<file path="src/rtl/equation_pipe_pkg.sv">
// Shared widths, operand/product types and the saturation ceiling for the
// E = A*B + B*C + A*C pipeline.
package equation_pipe_pkg;

  localparam int IN_W  = 8;
  localparam int OUT_W = 2 * IN_W;

  typedef logic [IN_W-1:0]  operand_t;
  typedef logic [OUT_W-1:0] prod_t;

  // Stage-2 pair sum carries one extra bit so s1+s2 never loses a carry.
  typedef logic [OUT_W:0]   pair_sum_t;

  localparam prod_t E_MAX = 16'hFFFF;

endpackage : equation_pipe_pkg

</file>
<file path="src/rtl/equation_pipe_if.sv">
// Operand/result bundle of equation_pipe. There is no handshake: operands are
// consumed on every rising clk edge and every output is a plain registered value.
interface equation_pipe_if;
  import equation_pipe_pkg::*;

  operand_t A;
  operand_t B;
  operand_t C;
  prod_t    s1;
  prod_t    s2;
  prod_t    s3;
  prod_t    E;

  modport master (
    output A, B, C,
    input  s1, s2, s3, E
  );

  modport slave (
    input  A, B, C,
    output s1, s2, s3, E
  );

endinterface : equation_pipe_if

</file>
<file path="src/rtl/equation_pipe_mul.sv">
// eq_mul: combinational unsigned IN_W x IN_W -> OUT_W multiplier. The product
// width equals the sum of the operand widths, so no bits are ever dropped.
module eq_mul
  import equation_pipe_pkg::*;
(
  input  operand_t a,
  input  operand_t b,
  output prod_t    p
);

  assign p = prod_t'(a) * prod_t'(b);

endmodule : eq_mul

</file>
<file path="src/rtl/equation_pipe.sv">
// equation_pipe: 3-stage evaluator of E = A*B + B*C + A*C. Defining
// EQUATION_PIPE_SAT_EN clamps E at E_MAX instead of wrapping modulo 2^16.
module equation_pipe
  import equation_pipe_pkg::*;
(
  input logic            clk,
  input logic            rst,
  equation_pipe_if.slave bus
);

  prod_t     ab, bc, ac;
  prod_t     s1_q, s2_q, s3_q;
  pair_sum_t p12_q;
  prod_t     p3_q;
  prod_t     e_q;
  prod_t     e_next;

  eq_mul u_mul_ab (.a(bus.A), .b(bus.B), .p(ab));
  eq_mul u_mul_bc (.a(bus.B), .b(bus.C), .p(bc));
  eq_mul u_mul_ac (.a(bus.A), .b(bus.C), .p(ac));

`ifdef EQUATION_PIPE_SAT_EN
  // Three full-scale products can reach ~3*2^16, so the final sum needs two guard bits.
  logic [OUT_W+1:0] sum3;

  always_comb begin
    sum3   = {1'b0, p12_q} + {2'b00, p3_q};
    e_next = (sum3 > {2'b00, E_MAX}) ? E_MAX : sum3[OUT_W-1:0];
  end
`else
  always_comb begin
    e_next = prod_t'(p12_q + {1'b0, p3_q});
  end
`endif

  always_ff @(posedge clk) begin
    if (rst) begin
      s1_q  <= '0;
      s2_q  <= '0;
      s3_q  <= '0;
      p12_q <= '0;
      p3_q  <= '0;
      e_q   <= '0;
    end else begin
      s1_q  <= ab;
      s2_q  <= bc;
      s3_q  <= ac;
      p12_q <= {1'b0, s1_q} + {1'b0, s2_q};
      p3_q  <= s3_q;
      e_q   <= e_next;
    end
  end

  assign bus.s1 = s1_q;
  assign bus.s2 = s2_q;
  assign bus.s3 = s3_q;
  assign bus.E  = e_q;

endmodule : equation_pipe

</file>
<file path="src/flat_wrapper.sv">
// flat-port wrapper written by rule: the top's interface ports become plain ports
module equation_pipe_flat import equation_pipe_pkg::*;
  (clk, rst, bus_A, bus_B, bus_C, bus_s1, bus_s2, bus_s3, bus_E);
  equation_pipe_if bus_i ();
  input logic clk;
  input logic rst;
  input wire logic [$bits(bus_i.A)-1:0] bus_A;
  input wire logic [$bits(bus_i.B)-1:0] bus_B;
  input wire logic [$bits(bus_i.C)-1:0] bus_C;
  output wire logic [$bits(bus_i.s1)-1:0] bus_s1;
  output wire logic [$bits(bus_i.s2)-1:0] bus_s2;
  output wire logic [$bits(bus_i.s3)-1:0] bus_s3;
  output wire logic [$bits(bus_i.E)-1:0] bus_E;
  assign bus_i.A = bus_A;
  assign bus_i.B = bus_B;
  assign bus_i.C = bus_C;
  assign bus_s1 = bus_i.s1;
  assign bus_s2 = bus_i.s2;
  assign bus_s3 = bus_i.s3;
  assign bus_E = bus_i.E;
  equation_pipe u_core (.clk(clk), .rst(rst), .bus(bus_i));
endmodule
</file>
<file path="config.mk">
export PLATFORM = sky130hd
export DESIGN_NAME = equation_pipe_flat
export DESIGN_NICKNAME = d
export VERILOG_FILES = /design/src/rtl/equation_pipe_pkg.sv /design/src/rtl/equation_pipe_if.sv /design/src/rtl/equation_pipe_mul.sv /design/src/rtl/equation_pipe.sv /design/src/flat_wrapper.sv
export SDC_FILE = /design/constraint.sdc
export NUM_CORES = 1
export LEC_CHECK = 0
export ABC_AREA = 1
export BUFFER_PORTS_ARGS = -buffer_cell sky130_fd_sc_hd__buf_2
export CAP_MARGIN = 10
export CORE_MARGIN = 4
export CORE_UTILIZATION = 55
export DETAILED_ROUTE_END_ITERATION = 12
export GPL_ROUTABILITY_DRIVEN = 0
export HOLD_SLACK_MARGIN = 0.03
export PLACE_DENSITY_LB_ADDON = 0.25
export SYNTH_ARGS = -nofsm -noshare
export SYNTH_HDL_FRONTEND = slang
export SYNTH_HIERARCHICAL = 1
export SYNTH_SLANG_ARGS = --single-unit
export TNS_END_PERCENT = 1
</file>
<file path="constraint.sdc">
create_clock -name clk -period 4.3 [get_ports clk]
set_input_delay 0.645 -clock clk [delete_from_list [all_inputs] [get_ports clk]]
set_output_delay 0.645 -clock clk [all_outputs]
set_load 0.01 [all_outputs]
</file>
==> flow_summary.ini <==
[setup_path]
cp-end-kind = flip-flop
crit_top_cell = nand2_1
worstPathCellList = buf_2 -> buf_4 -> nand2_1 -> inv_1 -> fa_1 -> inv_1 -> fa_1 -> fa_1 -> fa_1 -> inv_1 -> ha_1 -> nand2_1 -> nand2_1 -> nand2_2 -> nand2_1 -> nand2_1 -> nand3_1 -> nand2_1 -> nand2_1 -> inv_1 -> nor2_1
required_ns = 4.50
critPathLaunchType = input port
critPathMaxStageDelay_ns = 0.57
path_max_fanout = 6
path_class = input port to flip-flop
arrival_ns = 4.24
critPathSlowestCell = fa_1

[grt]
grt_pass1_wl_um = 46800
globalRoute.totalOverflow = 0
grt_pass1_vias = 9999
grt_max_degree = 69
track_usage_pct = 23.6
grt_antenna_before_repair = 0

[power]
vdd_drop_max_v = 0.000248
total_power_mw = 6.43
leakagePower_nw = 8.66
p_per_area_mw_per_mm2 = 495

[cells_and_area]
drive_above_1_share_pct = 12.0
layout.nets = 2135
ff_latch_area_sq_mm = 0.00192
diodes = 0
syn_to_final_growth_pct = 11.6
n_fill_cell = 1910
stdcell_count = 2136
multi_input_area_sq_mm = 0.00753
fin_util_pct = 63.2

[logic_synthesis]
syn_nets = 2031
ys_ff_latch = 96
synth_warnings = 6
syn_area_per_cell_sq_um = 6.63
syn_area_sq_mm = 0.0116
yosysSeqAreaShare_pct = 16.5
syn_inst = 1757
yosysUniqueCellTypes = 25

[timing]
timing.hold.ws_ns = 0.418
fin_crit_sh_pct = 93.9
worstMarginPinSlew_ns = 0.831
fin_crit_ns = 4.04
slew_violations = 0
fin_worst_skew_ns = 0.0101
setup_viol = 0
hold_viol_final = 0
fin_ws_ns = 0.261
maxSlewHeadroom_pct = 44.3
clock.fmax_ghz = 0.248
rsz0062_at_grt = false

[clock_tree]
cts_buffer_depth = 2
htreeDepth = 3
clock_latency_ns = 0.35
clkSinkCount = 96
tritoncts = built
cts-root-buf = clkbuf_16
cts_buffers = 9
post_cts_buffers = 0
path_clk_slew_ns = 0.07
holdBufCountCts = 0

[outcome]
status = finished clean

[die]
initial_core_util_pct = 56.6
die_x_um = 154
die_area_sq_mm = 0.0236
die_y_um = 154
core_sq_mm = 0.0206
rows = 52
pin_count = 90

[place]
post-place-ws_ns = -0.0834
port_buffers = 89
dp_hpwl_um = 23300
dp.cells = 2120

[routing]
firstDrtPassIters = 5
vias = 10300
drtIter0Drc = 667
antenna_left = 0
drc = 0
wire_per_inst_um = 12.9
vias_per_cell = 4.82
routed_wl_um = 27500

[job]
maxCapViolCount = 0

[hold_path]
holdCritPathClass = flip-flop to flip-flop
[final cells by class]
| cell class | count | area share [%] |
|---|---|---|
| Tap cell | 270 | 2.60 |
| Clock buffer | 10 | 1.76 |
| Sequential cell | 96 | 14.8 |
| Clock inverter | 6 | 0.751 |
| Timing Repair Buffer | 151 | 7.02 |
| Multi-Input combinational cell | 1077 | 57.9 |
| Inverter | 526 | 15.2 |
[cells in the final DEF, fill, tap and decap left out, drive strengths merged]
master,count
fa,110
o21ai,11
a21oi,43
nand3,62
bufinv,2
xor2,18
nor3,4
nand2,532
nand4,15
or2,2
and2,2
buf,150
inv,528
clkinv,2
clkbuf,11
dfxtp,96
nand3b,2
ha,138
xnor2,5
nor2,133
[report_power, final]
| group | switching [mW] | total, mW | internal [mW] | leakage, nW |
|---|---|---|---|---|
| Sequential | 0.158 | 1.31 | 1.15 | 0.793 |
| Clock | 0.357 | 0.876 | 0.519 | 0.160 |
| Combinational | 2.62 | 4.25 | 1.63 | 7.71 |
[kinds of logic after synthesis]
family | share of synthesized area, %
xor+xnor | 1.73
flops | 16.5
simple gates | 26.8
fa+ha+maj | 33.7
compound gates | 2.32
buf+inv | 18.9
[critical path, delay by kind of cell]
family | cells | cell delay (ns)
adders and majority gates | 5 | 2.36
buffers and inverters | 6 | 0.53
and+or+nand+nor | 10 | 0.70
[flip-flops by register name, summed over array words and instances, names as in the netlist]
signal	flops
u_core/bus.s2	16
u_core/bus.E	16
u_core/bus.s3	16
u_core/p3_q	16
u_core/p12_q	16
u_core/bus.s1	16
[through the flow]
stage | cell area, sq um | setup TNS (ns)
6_report | 13000 | 0
5_1_grt | 13000 | 0
4_1_cts | 13000 | 0
3_5_place_dp | 12700 | -0.952
3_3_place_gp | 12700 | -0.0633
2_1_floorplan | 11600 | 0
[cells in the mapped netlist, drive strengths merged]
cell type / instances / area, sq um
or2: 2 / 12.5
ha: 138 / 1730
inv: 525 / 1970
and2: 2 / 12.5
nand2: 532 / 2050
nand3: 62 / 360
a21oi: 43 / 215
fa: 110 / 2200
nor3: 4 / 40.0
clkbuf: 52 / 195
o21ai: 11 / 55.1
nand3b: 2 / 15.0
dfxtp: 96 / 1920
nor2: 133 / 529
xor2: 18 / 158
xnor2: 5 / 43.8
clkinv: 1 / 3.75
nand4: 15 / 93.8
buf: 6 / 36.3
[layer usage]
layer  up-vias  track usage [%]  routed length (um)  share of wire, %
met5         -                0                   0                 0
met1      4726             32.9               12600                46
met3        36             2.53                1620               5.9
met2       310             40.2               12800                47
met4         0             4.79                 434               1.6
li1       5213                -                   -                 -
[timing repair]
action,CTS,global route
endpoints found under the hold margin,0,0
gates resized for setup,0,3
setup endpoints to repair,0,1
[final timing paths]
check	start	to	slack (ns)	cells past startpoint
worst max-delay path	bus_B[6]	u_core/bus.s2[15]$_SDFF_PP0_	0.26	21
worst min-delay path	u_core/bus.s3[3]$_SDFF_PP0_	u_core/p3_q[3]$_SDFF_PP0_	0.42	2
worst max register to register	u_core/bus.s1[0]$_SDFF_PP0_	u_core/p12_q[10]$_SDFF_PP0_	2.44	11
worst min register to register	u_core/bus.s3[3]$_SDFF_PP0_	u_core/p3_q[3]$_SDFF_PP0_	0.42	2
Power figures use the tool's default switching activity.
